## src/rtl/mem_stage.sv

```systemverilog
// mem_stage: RISC-V MEM stage; waits for the AXI4-Lite R/B response, formats loads,
// maps error/timeout responses to access faults and drives the MEM forwarding bus.
module mem_stage #(
    parameter int         TIMEOUT_CYCLES = 0,
    parameter logic [2:0] SEL_MEM        = 3'd1
) (
    input  logic        clk,
    input  logic        reset,
    input  logic        flush,
    input  logic        valid_in,
    output logic        ready_out,
    output logic        valid_out,
    input  logic        ready_in,
    input  logic [31:0] PC_EX,
    input  logic        rd_wena_EX,
    input  logic [5:0]  rd_addr_EX,
    input  logic [31:0] rd_data_EX,
    input  logic [2:0]  wb_src_EX,
    input  logic [2:0]  mem_op_EX,
    input  logic [1:0]  addr_lo_EX,
    input  logic        exc_pend_EX,
    input  logic [31:0] exc_cause_EX,
    input  logic [31:0] dmem_axi_rdata,
    input  logic [1:0]  dmem_axi_rresp,
    input  logic        dmem_axi_rvalid,
    output logic        dmem_axi_rready,
    input  logic [1:0]  dmem_axi_bresp,
    input  logic        dmem_axi_bvalid,
    output logic        dmem_axi_bready,
    output logic [31:0] PC_MEM,
    output logic        rd_wena_MEM,
    output logic [5:0]  rd_addr_MEM,
    output logic [31:0] rd_data_MEM,
    output logic        exc_pend_MEM,
    output logic [31:0] exc_cause_MEM
);
    typedef enum logic [2:0] {EMPTY, WAIT_R, WAIT_B, FULL, DRAIN_R, DRAIN_B} state_t;

    state_t      state_q;
    logic        pend_r_q, pend_b_q, wena_q, exc_q;
    logic [31:0] cnt_q, pc_q, data_q, cause_q;
    logic [5:0]  addr_q;
    logic [2:0]  op_q;
    logic [1:0]  lo_q;
    logic [31:0] byte_sh, half_sh, load_d;
    logic        is_mem, capture, to_hit;

    assign is_mem    = (wb_src_EX == SEL_MEM) && !exc_pend_EX;
    // A memory op may not issue while a timed-out response is still outstanding
    assign ready_out = !reset && !flush && (state_q == EMPTY || (state_q == FULL && ready_in))
                       && !((pend_r_q || pend_b_q) && is_mem);
    assign valid_out = (state_q == FULL) && !flush;
    assign capture   = valid_in && ready_out;
    assign to_hit    = (TIMEOUT_CYCLES > 0) && (cnt_q == 32'(TIMEOUT_CYCLES - 1));

    assign dmem_axi_rready = state_q == WAIT_R || state_q == DRAIN_R || pend_r_q;
    assign dmem_axi_bready = state_q == WAIT_B || state_q == DRAIN_B || pend_b_q;

    assign PC_MEM        = pc_q;
    assign rd_addr_MEM   = addr_q;
    assign rd_data_MEM   = data_q;
    assign exc_pend_MEM  = exc_q;
    assign exc_cause_MEM = cause_q;
    assign rd_wena_MEM   = (state_q == FULL) && wena_q && !exc_q;

    always_comb begin
        byte_sh = dmem_axi_rdata >> {lo_q, 3'b000};
        half_sh = dmem_axi_rdata >> {lo_q[1], 4'b0000};
        load_d  = op_q[1:0] == 2'd0 ? {{24{byte_sh[7] & !op_q[2]}}, byte_sh[7:0]} :
                  op_q[1:0] == 2'd1 ? {{16{half_sh[15] & !op_q[2]}}, half_sh[15:0]} :
                  dmem_axi_rdata;
    end

    always_ff @(posedge clk or posedge reset) begin
        if (reset) begin
            state_q  <= EMPTY;
            pend_r_q <= 1'b0;
            pend_b_q <= 1'b0;
            wena_q   <= 1'b0;
            exc_q    <= 1'b0;
            cnt_q    <= '0;
            pc_q     <= '0;
            data_q   <= '0;
            cause_q  <= '0;
            addr_q   <= '0;
            op_q     <= '0;
            lo_q     <= '0;
        end else begin
            if (pend_r_q && dmem_axi_rvalid) pend_r_q <= 1'b0;
            if (pend_b_q && dmem_axi_bvalid) pend_b_q <= 1'b0;
            case (state_q)
                EMPTY, FULL: begin
                    if (capture) begin
                        pc_q    <= PC_EX;
                        addr_q  <= rd_addr_EX;
                        op_q    <= mem_op_EX;
                        lo_q    <= addr_lo_EX;
                        data_q  <= rd_data_EX;
                        exc_q   <= exc_pend_EX;
                        cause_q <= exc_pend_EX ? exc_cause_EX : 32'd0;
                        wena_q  <= rd_wena_EX && !exc_pend_EX;
                        cnt_q   <= '0;
                        state_q <= is_mem ? (rd_wena_EX ? WAIT_R : WAIT_B) : FULL;
                    end else if (flush || ready_in) begin
                        state_q <= EMPTY;
                    end
                end
                WAIT_R: begin
                    if (dmem_axi_rvalid) begin
                        state_q <= flush ? EMPTY : FULL;
                        data_q  <= load_d;
                        exc_q   <= dmem_axi_rresp[1];
                        cause_q <= dmem_axi_rresp[1] ? 32'd5 : 32'd0;
                        wena_q  <= wena_q && !dmem_axi_rresp[1];
                    end else if (flush) begin
                        state_q <= DRAIN_R;
                    end else if (to_hit) begin
                        state_q  <= FULL;
                        exc_q    <= 1'b1;
                        cause_q  <= 32'd5;
                        wena_q   <= 1'b0;
                        pend_r_q <= 1'b1;
                    end else begin
                        cnt_q <= cnt_q + 32'd1;
                    end
                end
                WAIT_B: begin
                    if (dmem_axi_bvalid) begin
                        state_q <= flush ? EMPTY : FULL;
                        exc_q   <= dmem_axi_bresp[1];
                        cause_q <= dmem_axi_bresp[1] ? 32'd7 : 32'd0;
                        wena_q  <= 1'b0;
                    end else if (flush) begin
                        state_q <= DRAIN_B;
                    end else if (to_hit) begin
                        state_q  <= FULL;
                        exc_q    <= 1'b1;
                        cause_q  <= 32'd7;
                        wena_q   <= 1'b0;
                        pend_b_q <= 1'b1;
                    end else begin
                        cnt_q <= cnt_q + 32'd1;
                    end
                end
                DRAIN_R: if (dmem_axi_rvalid) state_q <= EMPTY;
                DRAIN_B: if (dmem_axi_bvalid) state_q <= EMPTY;
                default: state_q <= EMPTY;
            endcase
        end
    end
endmodule

```

## config.mk

```make
export PLATFORM = sky130hd
export DESIGN_NAME = mem_stage
export DESIGN_NICKNAME = d
export VERILOG_FILES = /design/src/rtl/mem_stage.sv
export SDC_FILE = /design/constraint.sdc
export NUM_CORES = 1
export LEC_CHECK = 0
export CORE_MARGIN = 2
export CORE_UTILIZATION = 45
export CTS_CLUSTER_DIAMETER = 60
export DETAILED_ROUTE_END_ITERATION = 8
export MAX_ROUTING_LAYER = met4
export PLACE_DENSITY = 0.81
export SYNTH_ARGS = -nofsm -noshare
export SYNTH_HDL_FRONTEND = slang
export SYNTH_SLANG_ARGS = --single-unit
export TNS_END_PERCENT = 10
```

## constraint.sdc

```tcl
create_clock -name clk -period 8.4 [get_ports clk]
set_input_delay 1.68 -clock clk [delete_from_list [all_inputs] [get_ports clk]]
set_output_delay 1.68 -clock clk [all_outputs]
set_load 0.05 [all_outputs]
```

# == Word level (Yosys, flattened, before mapping) ==
# Index checks and enable logic that the tools add are counted.
# totals
register_bits,112
input_bits,155
# op_classes
n_eq_ne,15
shift,2
mux,32
bitwise_logic,2
n_reduce_logical,29
# ops
cell,count
two-way mux 32 bit,8
case mux 32 bit (3 select lines),1
case mux 32 bit (2 select lines),1
>> shifter 32 x 5 -> 16 bit,1
>> shifter 32 x 5 -> 8 bit,1
two-way mux 3 bit,10
case mux 3 bit (5 select lines),1
logical AND 1 bit,10
"!= test 2 bit, second input constant",5
"!= test 3 bit, second input constant",3
"equality test 3 x 1 -> 1 bit, second input constant",2
"equality test 3 x 2 -> 1 bit, second input constant",2
"equality test 3 bit, second input constant",2
logical NOT 1 bit,6
two-way mux 1 bit,6
two-way mux 2 bit,3
case mux 1 bit (3 select lines),2
AND reduction 5 bit,1
logical OR 1 bit,4
AND reduction 4 bit,1
logical NOT 3 bit,1
AND reduction 3 bit,1
nonzero test 3 bit,1
bitwise AND 1 bit,2
5 further kinds,5

# == Longest topological paths before layout ==
# logic_depth
word_depth,7
ltp_mapped,8

# == Worst setup path before layout ==
# No wires, ideal clock.
# synth_timing
kind,input -> output
from,input flush
to,output ready_out
t_arrival_ns,3.199
required_ns,6.720
slack_ns,3.521
cell_stages,3
path_cell_list,buf_2 -> nor3_1 -> a21boi_0
# synth_between
elab_chain_len,3
# synth_rtl
item,line_no,rtl
"start, declared",9,"input logic flush,"
logical NOT 1 bit,50,assign ready_out = !reset && !flush && (state_q == EMPTY || (state_q == FULL && ready_in))
logical AND 1 bit (2 in a row),50,
"end, declared",11,"output logic ready_out,"
# Every way passes these cells.

# == Worst setup path after layout ==
# Ends and elaborated chain as after synthesis.

==> results.md <==
- Status: complete, no violations
- Core Area: 13,100 um^2
- Critical path endpoint: ready_out
- Most common cell in the synthesized netlist: dfrtp_1
- Routed vias/inst: between 5 and 6
- Internal power consumption: 1840 uW
- Layout Nets: roughly 940
- Arr. time, crit path: approximately 3.6 ns
- WHS: between 0.4 and 0.5 ns
- CTS tree: built
- DR WL/cell: around 19 um
- DP Wirelength: roughly 14,000 um
- Sw Share: between 40 and 50%
- Leading area contributor after synthesis: dfrtp_1
- Initial DRC Count: 431
- FF-to-FF Start: state_q[2]$_DFFE_PP0P_
- Number of flops mapped to enable cells by yosys: 0
- Top cells by count, synth: dfrtp_1, nand2_1, nor2_1, inv_1, mux2i_1
- Period utilization: between 60% and 70%
- Average size of a mapped cell: around 11 um^2
- Main synth FF type: dfrtp_1
- TritonRoute pass-1 iters: 5
- Crit path kind: input port to output pin
- Ranking of synthesized cells by area: dfrtp_1, mux2_1, mux2i_1
- ANT nets after route: 0
- Total Wirelength: about 18,000 um
- MaxCap Viol Count: 0
- Critical Path Fanout Max: 10
- Reg2reg path depth: 4
- Netlist Area Pre-Place: 5990 um^2
- Setup violators final: 0
- Tmin final: ~5.3 ns
- Ys Warns: 0
- Row cnt: between 40 and 50
- Yosys cell types: 55
- Switching pwr: about 1800 uW
- CP required: 6.72 ns
- First-pass GRT wire length: roughly 28,000 um
- Seq pwr share: between 20% and 30%
- CTS Hold Bufs: 0
- Skew final: between 0.01 and 0.015 ns
- Initial core utilization: between 40 and 50%
- DRC: 0
- Post-CTS resize count: 0
- DIE HEIGHT: roughly 120 um
- Ant diodes: 0
- P&R area growth vs syn: 48.2%
- Total grt overflow: 0
- Finished Layout Cells: about 960
- Yosys reg bits: 112
- Combinational share of power: slightly above 60%
- Clock Sinks: between 100 and 150
- Vias: around 5,400
- Final core occ: between 60 and 70%
- Dpl cells: 949
- Final Max Slew Viols: 0
- Total GRT Usage: a little over a quarter
- Crit path launch type: input port
- Root Buffer: clkbuf_16
- H-tree Lvls: 3
- Unrepaired setup endpoints after global routing: false
- Global placement routability congestion: approximately 1
- FMAX: between 150 and 200 MHz
- Largest net degree at the start of global routing: 81
- Max Root-Sink Buffers: 2
- Max VDD drop: roughly 0.00032 V
- Worst slew margin relative to its limit: 20.0%
- PortBufs: between 200 and 300
- Total negative slack: 0 ns
- Fin. Hold Viols: 0
- Worst-margin pin slew: between 1 and 1.5 ns
- Die ar.: 14,200 um^2
- Post-CTS Setup Repair Bufs: 0
- Clock latency on the worst-skew pair: approximately 0.36 ns
- Fraction of registers with async set/reset: 100%
- Cells after Synth: 553
- Reg clk slew, reported paths: around 0.070 ns
- Number of global-route vias before repair: 5,437
- Worst setup EP type: output pin
- Hold crit path type: flop to flop
- Antenna violations before repair: 0
- Share of the synthesized area in the top cell type: a little under half
- R2r endpoint: rd_data_MEM[28]$_DFFE_PP0P_
- FF-to-FF setup slack: 5.18 ns
- Hold path start: PC_MEM[28]$_DFFE_PP0P_
- Die width: around 120 um
- Ratio of cells with drive above 1 in the final layout: 9.01%
- Sequential area share after synthesis: between 40% and 50%
- Cts bufs inserted: 9
- IO Count: around 260
- Syn_nets: between 700 and 800
- Pwr dens: 408 nW/um^2
- Static Leakage: about 0.0036 uW
- Clock power share: about 11%
- Critical Path Start: flush
[flip-flops by register name, summed over array words and instances (netlist names)]
register and cells:
PC_MEM 32, exc_cause_MEM 32, rd_data_MEM 32, rd_addr_MEM 6, op_q 3, state_q 3
lo_q 2, exc_pend_MEM 1, wena_q 1
[layout make-up]
type                    instances  area [um^2]
fillers                      1004         4260
clock buffers                  10          239
inverters                      37          141
repair buffers                265         2640
clock inverters                 5         41.3
well taps                     176          220
flip-flops and latches        112         2800
multi-input cells             359         2790
[worst min-delay path by stage]
stage,cells past startpoint,to
final,1,PC_MEM[28]$_DFFE_PP0P_
after global routing,1,rd_addr_MEM[4]$_DFFE_PP0P_
after CTS,1,PC_MEM[28]$_DFFE_PP0P_
after detailed placement,1,rd_data_MEM[13]$_DFFE_PP0P_
after global placement,1,rd_addr_MEM[2]$_DFFE_PP0P_
after floorplan,1,op_q[2]$_DFFE_PP0P_
[layer usage]
metal	share of wire, %	vias to the layer above	track usage (%)
li1	-	2437	-
met1	39	2610	32.1
met5	0	-	-
met4	4.1	0	12.4
met2	49	266	41.4
met3	7.6	48	5.89
[power groups by stage]
stage               Sequential [uW]  Combinational, uW  Clock [uW]
finish                          993               2220         413
floorplan                      1700                801           0
detailed placement             1000               2210           0
global route                   1030               2320         439
CTS                             994               2220         421
global placement                984               2170           0
[cells by family after synthesis]
logic type / share of synthesized area (%)
AO/OA/AOI/OAI: 14.2
multiplexers: 21.0
AND/OR/NAND/NOR: 10.9
XOR/XNOR: 0.293
buffers and inverters: 6.87
flip-flops: 46.8
[critical path: stages]
cell and delay (ns):
clkdlybuf4s50_1 0.59, nor3_1 0.30, a21boi_0 0.21, clkdlybuf4s50_1 0.84
[metrics by stage]
stage          setup WS [ns]  area (um^2)  power [uW]
2_1_floorplan           3.52         5990        2500
6_report                3.10         8870        3620
3_5_place_dp            3.14         8590        3210
3_3_place_gp            3.13         8590        3160
5_1_grt                 2.91         8870        3790
4_1_cts                 3.14         8870        3640
[cell usage in the layout (no fill, tap or decap), types with 9 or more instances in the layout]
| cell | count |
|---|---|
| a31oi_1 | 9 |
| clkdlybuf4s50_1 | 260 |
| dfrtp_1 | 112 |
| o21ai_0 | 11 |
| nand2_1 | 45 |
| a221o_1 | 9 |
| mux2_4 | 10 |
| mux2i_1 | 34 |
| o22ai_1 | 24 |
| mux2_1 | 33 |
| mux2_2 | 19 |
| inv_1 | 36 |
| nor3_1 | 16 |
| a21oi_1 | 22 |
| nor2_1 | 44 |
| clkbuf_16 | 9 |
Power figures use the tool's default switching activity.
